### config.mk
export PLATFORM = sky130hd
export DESIGN_NAME = tuart_tx_fifo_flat
export DESIGN_NICKNAME = d
export VERILOG_FILES = /design/src/rtl/tuart_tx_fifo_if.sv /design/src/rtl/tuart_tx_fifo.sv /design/src/flat_wrapper.sv
export SDC_FILE = /design/constraint.sdc
export NUM_CORES = 1
export LEC_CHECK = 0
export CAP_MARGIN = 40
export CORE_UTILIZATION = 62
export CTS_CLUSTER_SIZE = 40
export DETAILED_ROUTE_END_ITERATION = 16
export PLACE_DENSITY = 0.85
export SYNTH_ARGS = -nofsm -noshare
export SYNTH_HDL_FRONTEND = slang
export SYNTH_SLANG_ARGS = --single-unit
### constraint.sdc
create_clock -name clk_i -period 10.9 [get_ports clk_i]
set_input_delay 3.27 -clock clk_i [delete_from_list [all_inputs] [get_ports clk_i]]
set_output_delay 3.27 -clock clk_i [all_outputs]
set_load 0.02 [all_outputs]
### src/rtl/tuart_tx_fifo_if.sv
// tuart_tx_fifo_if: word write port into the UART transmit FIFO
interface tuart_tx_fifo_if #(parameter int DATA_W = 32) ();
  logic              stb_i;
  logic [DATA_W-1:0] data_i;
  logic [DATA_W/8-1:0] bmask_i;
  logic              rdy_o;
  modport master (output stb_i, data_i, bmask_i, input rdy_o);
  modport slave  (input stb_i, data_i, bmask_i, output rdy_o);
endinterface

### src/rtl/tuart_tx_fifo.sv
// tuart_tx_fifo: FIFO-fed UART transmitter sending masked byte lanes LSB byte first
module tuart_tx_fifo #(
  parameter int DATA_W = 32,
  parameter int DEPTH  = 8,
  parameter int DIV_W  = 16
) (
  input  logic                       clk_i,
  input  logic                       rst_i,
  tuart_tx_fifo_if.slave             wr,
  input  logic [DIV_W-1:0]           div_i,
  input  logic [1:0]                 parity_i,
  input  logic                       stop2_i,
  input  logic                       xstb_i,
  input  logic                       xon_i,
  input  logic                       xoff_i,
  output logic                       tx_o,
  output logic                       busy_o,
  output logic [$clog2(DEPTH+1)-1:0] level_o
);
  localparam int NB = DATA_W / 8;
  localparam int IW = NB > 1 ? $clog2(NB) : 1;
  localparam int PW = $clog2(DEPTH);
  localparam int LW = $clog2(DEPTH + 1);
  typedef enum logic [2:0] {IDLE, LOAD, START, DATA, PARITY, STOP, NEXT} state_t;
  state_t st, nxt;
  logic [NB+DATA_W-1:0] mem [DEPTH];
  logic [PW-1:0]     wptr, rptr;
  logic [LW-1:0]     level;
  logic [DATA_W-1:0] wrd;
  logic [NB-1:0]     msk;
  logic [7:0]        sh, sel_byte;
  logic [2:0]        bidx;
  logic [DIV_W-1:0]  cnt, div_l;
  logic              par_en, par_bit, stop2_l, stop_more, paused;
  logic              any, go, ldr, full, empty, push, pop, bit_end;
  logic [IW-1:0]     idx;
  always_comb begin
    any = 1'b0;
    idx = '0;
    for (int k = NB - 1; k >= 0; k--)
      if (msk[k]) begin
        any = 1'b1;
        idx = IW'(k);
      end
  end
  assign sel_byte   = wrd[{idx, 3'b000} +: 8];
  assign empty      = level == '0;
  assign full       = level == LW'(DEPTH);
  assign push       = wr.stb_i && !full;
  assign pop        = st == IDLE && !empty;
  assign go         = any && !paused;
  // NEXT makes the same lane choice as LOAD so back-to-back bytes get a single idle clock
  assign ldr        = (st == LOAD || st == NEXT) && go;
  assign bit_end    = cnt == '0;
  assign wr.rdy_o   = !full;
  assign level_o    = level;
  assign busy_o     = st != IDLE;
  assign tx_o       = st == START ? 1'b0 : st == DATA ? sh[0] : st == PARITY ? par_bit : 1'b1;
  always_comb begin
    nxt = st;
    case (st)
      IDLE:    nxt = empty ? IDLE : LOAD;
      LOAD:    nxt = !any ? IDLE : paused ? LOAD : START;
      START:   nxt = bit_end ? DATA : START;
      DATA:    nxt = bit_end && bidx == 3'd7 ? (par_en ? PARITY : STOP) : DATA;
      PARITY:  nxt = bit_end ? STOP : PARITY;
      STOP:    nxt = bit_end && !stop_more ? NEXT : STOP;
      NEXT:    nxt = go ? START : LOAD;
      default: nxt = IDLE;
    endcase
  end
  always_ff @(posedge clk_i)
    if (push) mem[wptr] <= {wr.bmask_i, wr.data_i};
  always_ff @(posedge clk_i) begin
    if (rst_i) begin
      st        <= IDLE;
      paused    <= 1'b0;
      wptr      <= '0;
      rptr      <= '0;
      level     <= '0;
      cnt       <= '0;
      stop_more <= 1'b0;
    end else begin
      st <= nxt;
      if (xstb_i) paused <= xoff_i | (paused & ~xon_i);
      if (push) wptr <= wptr + 1'b1;
      if (pop) begin
        {msk, wrd} <= mem[rptr];
        rptr       <= rptr + 1'b1;
      end
      level <= level + LW'(push) - LW'(pop);
      if (ldr) begin
        div_l    <= div_i;
        cnt      <= div_i;
        par_en   <= parity_i == 2'b01 || parity_i == 2'b10;
        par_bit  <= ^sel_byte ^ (parity_i == 2'b01);
        stop2_l  <= stop2_i;
        msk[idx] <= 1'b0;
        sh       <= sel_byte;
        bidx     <= '0;
      end else if (st inside {START, DATA, PARITY, STOP}) begin
        cnt <= bit_end ? div_l : cnt - 1'b1;
        if (st == DATA && bit_end) begin
          sh   <= sh >> 1;
          bidx <= bidx + 1'b1;
        end
        if (st == STOP && bit_end) stop_more <= 1'b0;
        else if (st != STOP && nxt == STOP) stop_more <= stop2_l;
      end
    end
  end
endmodule

### src/flat_wrapper.sv
// flat-port wrapper written by rule: the top's interface ports become plain ports
module tuart_tx_fifo_flat 
#(
  parameter int DATA_W = 32,
  parameter int DEPTH  = 8,
  parameter int DIV_W  = 16
)
  (clk_i, rst_i, div_i, parity_i, stop2_i, xstb_i, xon_i, xoff_i, tx_o, busy_o, level_o, wr_stb_i, wr_data_i, wr_bmask_i, wr_rdy_o);
  tuart_tx_fifo_if #(.DATA_W(DATA_W)) wr_i ();
  input  logic clk_i;
  input  logic rst_i;
  input  logic [DIV_W-1:0] div_i;
  input  logic [1:0] parity_i;
  input  logic stop2_i;
  input  logic xstb_i;
  input  logic xon_i;
  input  logic xoff_i;
  output logic tx_o;
  output logic busy_o;
  output logic [$clog2(DEPTH+1)-1:0] level_o;
  input wire logic [$bits(wr_i.stb_i)-1:0] wr_stb_i;
  input wire logic [$bits(wr_i.data_i)-1:0] wr_data_i;
  input wire logic [$bits(wr_i.bmask_i)-1:0] wr_bmask_i;
  output wire logic [$bits(wr_i.rdy_o)-1:0] wr_rdy_o;
  assign wr_i.stb_i = wr_stb_i;
  assign wr_i.data_i = wr_data_i;
  assign wr_i.bmask_i = wr_bmask_i;
  assign wr_rdy_o = wr_i.rdy_o;
  tuart_tx_fifo #(.DATA_W(DATA_W), .DEPTH(DEPTH), .DIV_W(DIV_W)) u_core (.clk_i(clk_i), .rst_i(rst_i), .wr(wr_i), .div_i(div_i), .parity_i(parity_i), .stop2_i(stop2_i), .xstb_i(xstb_i), .xon_i(xon_i), .xoff_i(xoff_i), .tx_o(tx_o), .busy_o(busy_o), .level_o(level_o));
endmodule
==> impl_metrics.env, run 1 <==
export IMPL_hold_path_class="reg -> reg"
export IMPL_fin_ws_ns=5.352
export IMPL_status="completed"
export IMPL_placed_cells=1209
export IMPL_critPathBufInv=1
export IMPL_cts_resized=0
export IMPL_cts_sinks=388
export IMPL_grt_pass1_wl_mm=47.29
export IMPL_grt_usage_pct=24.91
export IMPL_dp_slack_ns=5.320
export IMPL_grt_max_degree=49
export IMPL_synthesis_area_um2=15450
export IMPL_critical_path_required_ns=7.63
export IMPL_dp_hpwl_mm=17.45
export IMPL_p_per_area_nw_per_um2=256.6
export IMPL_slowest_delay_ns=0.65
export IMPL_period_minus_slack_ns=5.548
export IMPL_endpoint_kind="output port"
export IMPL_syn_inst=845
export IMPL_synthFlopType="edfxtp_1"
export IMPL_fillers=1387
export IMPL_clock_path_buffers=3
export IMPL_row_count=57
export IMPL_synth_seq_cells=388
export IMPL_vias=8054
export IMPL_synth_top_area_share_pct=68.80
export IMPL_antenna_cells=0
export IMPL_ctsHoldBuffers=0
export IMPL_gp_congestion=0.8120
export IMPL_die_x_um=159.9
export IMPL_period_share_pct=50.90
export IMPL_p_int_mw=3.222
export IMPL_cts_htree_levels=2
export IMPL_crit_type="reg -> out"
export IMPL_p_sw_share_pct=29.59
export IMPL_critPathMaxFanout=14
export IMPL_p_clk_share_pct=28.3
export IMPL_wirelength_mm=30.86
export IMPL_coreArea_um2=24390
export IMPL_worst_pin_slew_ns=0.8865
export IMPL_p_comb_share_pct=27.9
export IMPL_postCtsSetupRepairBufs=0
export IMPL_yosysTopAreaCell="edfxtp_1"
export IMPL_die_h_um=159.9
export IMPL_port_buffers=67
export IMPL_final_cells=1277
export IMPL_drc_errors=0
export IMPL_grt_antenna_before_repair=0
export IMPL_synth_top_cells_by_count="354 x edfxtp_1, 72 x mux4_2, 34 x dfxtp_1, 34 x nor2_1, 33 x nand2_1"
export IMPL_slew_viol_final=0
export IMPL_ant_nets=0
export IMPL_synthArstFlopShare_pct=0
export IMPL_p_leak_nw=5.707
export IMPL_p_sw_mw=1.354
export IMPL_synth_cell_types=55
export IMPL_drt_vias_per_instance=6.307
export IMPL_clock_fmax_mhz=180.3
export IMPL_power_total_mw=4.576
export IMPL_yosysMostFrequentCell="edfxtp_1"
export IMPL_ys_seq_area_share_pct=73.20
export IMPL_cts_root_buf="clkbuf_16"
export IMPL_cts_buffers=39
export IMPL_startpoint_type="register"
export IMPL_cts_tree="built"
export IMPL_synthTopCellsByArea="edfxtp_1 69%, mux4_2 10%, dfxtp_1 4.4%"
export IMPL_drt_initial_drc_count=773
export IMPL_relSlewSlack_pct=40.90
export IMPL_worstPathArrival_ns=2.28
export IMPL_slowest_stage="clkdlybuf4s50_1"
export IMPL_max_cap_viol_count=0
export IMPL_final_net_count=1000
export IMPL_setup_viol=0
export IMPL_rsz0062_at_grt="no"
export IMPL_peakVddDrop_v=0.0002227
export IMPL_synth_area_per_cell_um2=18.29
export IMPL_synthesis_nets=919
export IMPL_initial_core_util_pct=63.35
export IMPL_wl_per_cell_um=24.17
export IMPL_critical_path_cell_chain="nand2b_1 -> nor3_1 -> a31oi_1 -> clkdlybuf4s50_1"
export IMPL_drt_pass1_iterations=5
export IMPL_yosysWarnings=0
export IMPL_seqPwrFrac_pct=43.9
export IMPL_clk_pin_slew_worst_paths_ns=0.06
export IMPL_layout_drive_gt1_share_pct=20.46
export IMPL_synth_enable_flop_cells=354
export IMPL_tns_ns=0
export IMPL_clk_latency_ns=0.54
export IMPL_die_area_um2=25560
export IMPL_grt_ovfl_total=0
export IMPL_skew_ns=0.01412
export IMPL_grt_pass1_vias=8478
export IMPL_pin_count=68
export IMPL_synthToLayoutAreaGrowth_pct=15.43
export IMPL_cp_top_family="buffers and inverters"
export IMPL_finalHoldViolations=0
==> final timing paths <==
| check | from | endpoint | slack, ns | depth (start not counted) |
|---|---|---|---|---|
| worst max-delay path | u_core.st[1] | tx_o | 5.35 | 4 |
| worst max register to register | u_core.msk[0] | u_core.par_bit | 7.82 | 6 |
| worst min-delay path | u_core.stop_more | u_core.stop_more | 0.49 | 2 |
| worst min register to register | u_core.stop_more | u_core.stop_more | 0.49 | 2 |
==> per-stage QoR <==
stage          hold slack [ns]  utilization (%)  instance area (µm²)
3_3_place_gp            0.4589            67.74                16520
6_report                0.4862            73.12                17830
4_1_cts                 0.4873            73.12                17830
2_1_floorplan           0.4450                -                15450
5_1_grt                 0.5238            73.12                17830
3_5_place_dp            0.4801            68.08                16610
==> placed cells by master (no fill, tap or decap), types with 14 or more instances in the layout <==
cell type / Yosys / routed
a21oi_1: 29 / 29
clkbuf_16: 0 / 39
clkdlybuf4s50_1: 0 / 67
dfxtp_1: 34 / 31
nor2_1: 34 / 27
buf_4: 0 / 17
edfxtp_1: 354 / 354
nand2_1: 33 / 33
clkbuf_1: 31 / 14
mux4_2: 72 / 72
inv_1: 16 / 16
mux2_2: 32 / 32
==> layout make-up <==
type,instances,area (µm²),area share [%]
clock buffers,56,1070,5.998
repair buffers,87,873.3,4.897
flip-flops and latches,388,11320,63.46
inverters,16,60.06,0.3367
multi-input cells,394,3950,22.15
clock inverters,12,158.9,0.8910
well taps,324,405.4,2.273
==> metal layers <==
layer	vias to the layer above	GRT usage, %	routed length (µm)
li1	3561	-	-
met1	4005	31.90	12010
met2	398	42.30	15660
met3	90	4.494	2103
met4	0	10.74	1080
met5	-	0	0
==> tightest hold or removal path, delay by kind of cell (launching register included) <==
family	cells	cell delay [ns]
mux	1	0.05
simple gates	1	0.06
flops	1	0.33
==> registers in the layout (all words and copies together) (netlist names), named ones only <==
name / flops
u_core.bidx: 3
u_core.cnt: 16
u_core.div_l: 16
u_core.level_o: 4
u_core.mem: 288
u_core.msk: 4
u_core.par_bit: 1
u_core.par_en: 1
u_core.paused: 1
u_core.rptr: 3
u_core.sh: 8
u_core.st: 3
u_core.stop2_l: 1
u_core.stop_more: 1
u_core.wptr: 3
u_core.wrd: 32
==> power groups by stage <==
stage / clock, mW / combinational (mW) / sequential (mW)
after floorplan: 0 / 1.01 / 1.95
final: 1.29 / 1.28 / 2.01
after CTS: 1.31 / 1.28 / 2.01
after detailed placement: 0 / 1.26 / 2.03
after global routing: 1.37 / 1.39 / 2.03
after global placement: 0 / 1.20 / 2.02
==> cell families (layout without fill, tap and decap cells) <==
family	Yosys count	after routing	share of synthesized area, %
flops	388	388	73.20
simple gates	138	138	4.705
compound gates	111	111	4.802
mux	110	110	13.22
buf+inv	63	171	1.636
xor+xnor	22	22	1.336
fa+ha+maj	13	13	1.101
No activity file was read; power rests on OpenSTA's default activity.
==> inputs of run 2 (changes only) <==
- CORE_UTILIZATION: 62 -> 60
- PLACE_DENSITY: 0.85 -> 0.83
- clock period: 10.9 -> 5.7 ns (I/O delays scaled with it)
==> impl_metrics.env, run 2 (synthesis results as in run 1) <==
export IMPL_status="completed"
export IMPL_drt_initial_drc_count=866
export IMPL_multiInputGateArea_um2=3950
export IMPL_cts_tree="built"
export IMPL_cts_root_buf="clkbuf_16"
export IMPL_endpoint_kind="output port"
export IMPL_wirelength_mm=31.28
export IMPL_cts_resized=0
export IMPL_critPathMaxFanout=14
export IMPL_die_x_um=162.5
export IMPL_grt_usage_pct=24.52
export IMPL_dp_hpwl_mm=17.58
export IMPL_drt_vias_per_instance=6.273
export IMPL_antenna_cells=0
export IMPL_p_sw_share_pct=29.97
export IMPL_startpoint_type="register"
export IMPL_final_common_cell="edfxtp_1"
export IMPL_r2r_setup_slack_ns=2.43
export IMPL_pin_count=68
export IMPL_period_minus_slack_ns=3.975
export IMPL_gp_congestion=0.7962
export IMPL_worst_pin_slew_ns=0.9059
export IMPL_route_met2_wl_mm=15.84
export IMPL_power_total_mw=8.680
export IMPL_wl_met1_mm=12.45
export IMPL_drc_errors=0
export IMPL_dp_slack_ns=1.577
export IMPL_final_net_count=1001
export IMPL_maxUsedRoutingLayer="met4"
export IMPL_drt_pass1_iterations=5
export IMPL_grt_pass1_wl_mm=47.51
export IMPL_clock_fmax_mhz=251.5
export IMPL_placed_area_um2=16610
export IMPL_hold_path_class="reg -> reg"
export IMPL_final_cells=1284
export IMPL_skew_ns=0.01900
export IMPL_worstPathArrival_ns=2.27
export IMPL_grt_max_degree=54
export IMPL_die_h_um=162.5
export IMPL_slowest_stage="clkdlybuf4s50_1"
export IMPL_clk_pin_slew_worst_paths_ns=0.06
export IMPL_p_comb_share_pct=28.8
export IMPL_vias=8055
export IMPL_ant_nets=0
export IMPL_cts_sinks=388
export IMPL_largest_reg_flops=288
export IMPL_grt_pass1_vias=8132
export IMPL_final_cell_mix="354 x edfxtp_1, 72 x mux4_2, 67 x clkdlybuf4s50_1, 39 x clkbuf_16, 33 x nand2_1"
export IMPL_slew_viol_final=0
export IMPL_die_area_um2=26400
export IMPL_clk_latency_ns=0.53
export IMPL_p_int_mw=6.079
export IMPL_period_share_pct=69.75
export IMPL_setup_viol=0
export IMPL_p_clk_share_pct=27.4
export IMPL_r2r_start="u_core.msk[0]"
export IMPL_grt_antenna_before_repair=0
export IMPL_port_buffers=67
export IMPL_worstHoldPathCells=2
export IMPL_fin_area_um2=17790
export IMPL_clock_path_buffers=3
export IMPL_fillers=1498
export IMPL_row_count=58
export IMPL_p_leak_nw=5.692
export IMPL_slowest_delay_ns=0.65
export IMPL_p_per_area_nw_per_um2=487.9
export IMPL_p_sw_mw=2.601
export IMPL_reg2reg_to="u_core.div_l[6]"
export IMPL_placed_cells=1216
export IMPL_critical_path_cell_chain="nand2b_1 -> nor3_1 -> a31oi_1 -> clkdlybuf4s50_1"
export IMPL_max_cap_viol_count=0
export IMPL_tns_ns=0
export IMPL_hp_start="u_core.rptr[1]"
export IMPL_coreArea_um2=25250
export IMPL_peakVddDrop_v=0.0003703
export IMPL_initial_core_util_pct=61.18
export IMPL_seqPwrFrac_pct=43.8
export IMPL_relSlewSlack_pct=39.61
export IMPL_cts_buffers=39
export IMPL_regArea_um2=11320
export IMPL_reg2regPathDepth=5
export IMPL_critical_path_required_ns=3.99
export IMPL_ctsHoldBuffers=0
export IMPL_layout_drive_gt1_share_pct=20.55
export IMPL_wl_per_cell_um=24.36
export IMPL_grt_ovfl_total=0
export IMPL_crit_type="reg -> out"
export IMPL_fin_ws_ns=1.725
export IMPL_cts_htree_levels=2
export IMPL_finalHoldViolations=0
export IMPL_postCtsSetupRepairBufs=0
export IMPL_rsz0062_at_grt="no"
export IMPL_synthToLayoutAreaGrowth_pct=15.15
export IMPL_top_register="u_core.mem"
export IMPL_crit_start="u_core.st[1]"
export IMPL_wl_met3_mm=2.022
==> run 2: changes by cell type in the layout (fill, tap and decap cells not counted), sizes merged <==
cell    change
clkbuf      -7
buf         +1
inv         -3
bufinv      -1
clkinv     +11
==> run 2: layer usage <==
layer	GRT usage [%]	vias to the layer above
li1	-	3564
met1	33.01	4062
met2	40.50	362
met3	3.972	67
met4	9.605	0
met5	0	-
==> run 2: how the worst max path moves through the flow <==
stage / cells past startpoint / to / slack, ns
finish: 4 / tx_o / 1.72
floorplan: 4 / u_core.mem[0][0] / 0.59
global placement: 5 / u_core.mem[6][12] / 1.59
detailed placement: 5 / u_core.mem[6][21] / 1.58
global route: 4 / tx_o / 1.62
CTS: 4 / tx_o / 1.74
==> run 2: stage by stage <==
step,util (%),hold WS [ns]
after global routing,70.45,0.5204
after floorplan,-,0.4450
after CTS,70.45,0.4849
after detailed placement,65.77,0.4762
after global placement,65.52,0.4570
final,70.45,0.4850
==> run 2: layout make-up <==
type                            count  area share, %
Clock buffer                       49          5.752
Tap cell                          330          2.321
Clock inverter                     19         0.9001
Inverter                           16         0.3376
Timing Repair Buffer               88          4.880
Multi-Input combinational cell    394          22.20
Sequential cell                   388          63.61
==> run 2: power by group through the flow <==
stage          Clock [mW]  Combinational [mW]  Sequential (mW)
5_1_grt              2.51                2.73             3.83
2_1_floorplan           0                1.92             3.72
3_3_place_gp            0                2.32             3.88
3_5_place_dp            0                2.47             3.84
4_1_cts              2.41                2.52             3.79
6_report             2.38                2.50             3.80
==> run 2: worst max-delay path, delay by kind of cell, from the launching register on <==
family / cells / cell delay [ns]
compound gates: 1 / 0.23
flops: 1 / 0.59
simple gates: 2 / 0.28
buf+inv: 1 / 0.65
==> inputs of run 3 (changes only) <==
- CORE_UTILIZATION: 60 -> 54
- PLACE_DENSITY: 0.83 -> 0.79
- clock period: 5.7 -> 3.5 ns (I/O delays scaled with it)
==> impl_metrics.env, run 3 (synthesis results as in run 1) <==
export IMPL_status="completed"
export IMPL_hold_path_class="reg -> reg"
export IMPL_cts_root_buf="clkbuf_16"
export IMPL_vias=8044
export IMPL_clock_fmax_mhz=305.2
export IMPL_die_area_um2=29290
export IMPL_skew_ns=0.02113
export IMPL_ctsHoldBuffers=0
export IMPL_drt_vias_per_instance=5.994
export IMPL_grt_usage_pct=21.39
export IMPL_reg2regPathDepth=6
export IMPL_die_x_um=171.2
export IMPL_critical_path_required_ns=2.45
export IMPL_die_h_um=171.2
export IMPL_dp_hpwl_mm=17.34
export IMPL_p_leak_nw=5.785
export IMPL_grt_antenna_before_repair=1
export IMPL_cts_buffers=40
export IMPL_drt_initial_drc_count=641
export IMPL_pin_count=68
export IMPL_wirelength_mm=30.05
export IMPL_relSlewSlack_pct=50.74
export IMPL_wl_per_cell_um=22.39
export IMPL_row_count=61
export IMPL_hold_ws_ns=0.4710
export IMPL_cts_sinks=388
export IMPL_final_common_cell="edfxtp_1"
export IMPL_top_register="u_core.mem"
export IMPL_peakVddDrop_v=0.0004945
export IMPL_grt_pass1_vias=8235
export IMPL_cts_htree_levels=2
export IMPL_placed_area_um2=16790
export IMPL_clk_pin_slew_worst_paths_ns=0.06
export IMPL_rsz0062_at_grt="no"
export IMPL_startpoint_type="register"
export IMPL_critPathMaxFanout=14
export IMPL_grt_ovfl_total=0
export IMPL_p_per_area_nw_per_um2=797.7
export IMPL_worst_pin_slew_ns=0.7389
export IMPL_synthToLayoutAreaGrowth_pct=17.19
export IMPL_placed_cells=1270
export IMPL_tns_ns=0
export IMPL_fillers=1886
export IMPL_largest_reg_flops=288
export IMPL_antenna_cells=0
export IMPL_worstHoldPathCells=2
export IMPL_endpoint_kind="output port"
export IMPL_fin_area_um2=18110
export IMPL_postCtsSetupRepairBufs=0
export IMPL_port_buffers=67
export IMPL_slew_viol_final=0
export IMPL_gp_congestion=0.8612
export IMPL_drt_pass1_iterations=5
export IMPL_final_net_count=1008
export IMPL_clk_latency_ns=0.54
export IMPL_period_minus_slack_ns=3.277
export IMPL_ant_nets=0
export IMPL_drc_errors=0
export IMPL_final_core_util_pct=64.82
export IMPL_finalHoldViolations=0
export IMPL_final_cells=1342
export IMPL_period_share_pct=93.62
export IMPL_route_met2_wl_mm=15.03
export IMPL_wl_met3_mm=1.810
export IMPL_setup_viol=0
export IMPL_initial_core_util_pct=55.31
export IMPL_wl_met1_mm=12.53
export IMPL_final_cell_mix="354 x edfxtp_1, 72 x mux4_2, 67 x clkdlybuf4s50_1, 40 x clkbuf_16, 33 x nand2_1"
export IMPL_grt_max_degree=73
export IMPL_clock_path_buffers=3
export IMPL_maxUsedRoutingLayer="met5"
export IMPL_layout_drive_gt1_share_pct=21.37
export IMPL_crit_type="reg -> out"
export IMPL_coreArea_um2=27930
export IMPL_worstPathArrival_ns=2.23
export IMPL_cts_resized=0
export IMPL_cts_tree="built"
export IMPL_grt_pass1_wl_mm=46.53
export IMPL_max_cap_viol_count=0
==> run 3: cell count changes in the layout (fill, tap and decap cells not counted), sizes merged <==
cell	change
buf	+6
bufinv	+3
clkbuf	-1
clkinvlp	+1
inv	+1
==> run 3: worst max-delay path, cell delays in order, from the launching register on <==
cell and delay, ns:
dfxtp_1 0.59, nand2b_1 0.21, nor3_1 0.06, a31oi_1 0.21, clkdlybuf4s50_1 0.64
==> run 3: final cells by class <==
class | count | area [µm²] | area share (%)
inverters | 16 | 60.06 | 0.3317
multi-input cells | 394 | 3963 | 21.88
repair buffers | 94 | 980.9 | 5.417
clock buffers | 48 | 1031 | 5.694
well taps | 378 | 473.0 | 2.612
flip-flops and latches | 388 | 11320 | 62.50
clock inverters | 24 | 282.8 | 1.562
==> run 3: final timing paths <==
| path | slack [ns] | endpoint | startpoint |
|---|---|---|---|
| max | 0.22 | tx_o | u_core.st[1] |
| min | 0.47 | register | u_core.rptr[1] |
| max reg2reg | 0.74 | u_core.par_bit | u_core.msk[0] |
| min reg2reg | 0.47 | register | u_core.rptr[1] |
==> run 3: routing by layer <==
layer,vias up,GRT usage (%)
met4,2,7.143
met1,4116,28.57
met2,284,35.40
li1,3586,-
met3,56,4.187
met5,-,0
==> run 3: where the power goes <==
part | switching, mW | internal (mW) | total [mW]
registers | 0.440 | 5.75 | 6.19
clock network | 1.72 | 2.49 | 4.22
logic | 2.08 | 1.96 | 4.04
==> run 3: through the flow <==
step,power [mW],setup slack (ns)
finish,14.44,0.2232
global route,15.13,0.1200
CTS,14.55,0.2255
detailed placement,10.30,0.5525
global placement,10.19,0.5815
floorplan,9.185,0.03154
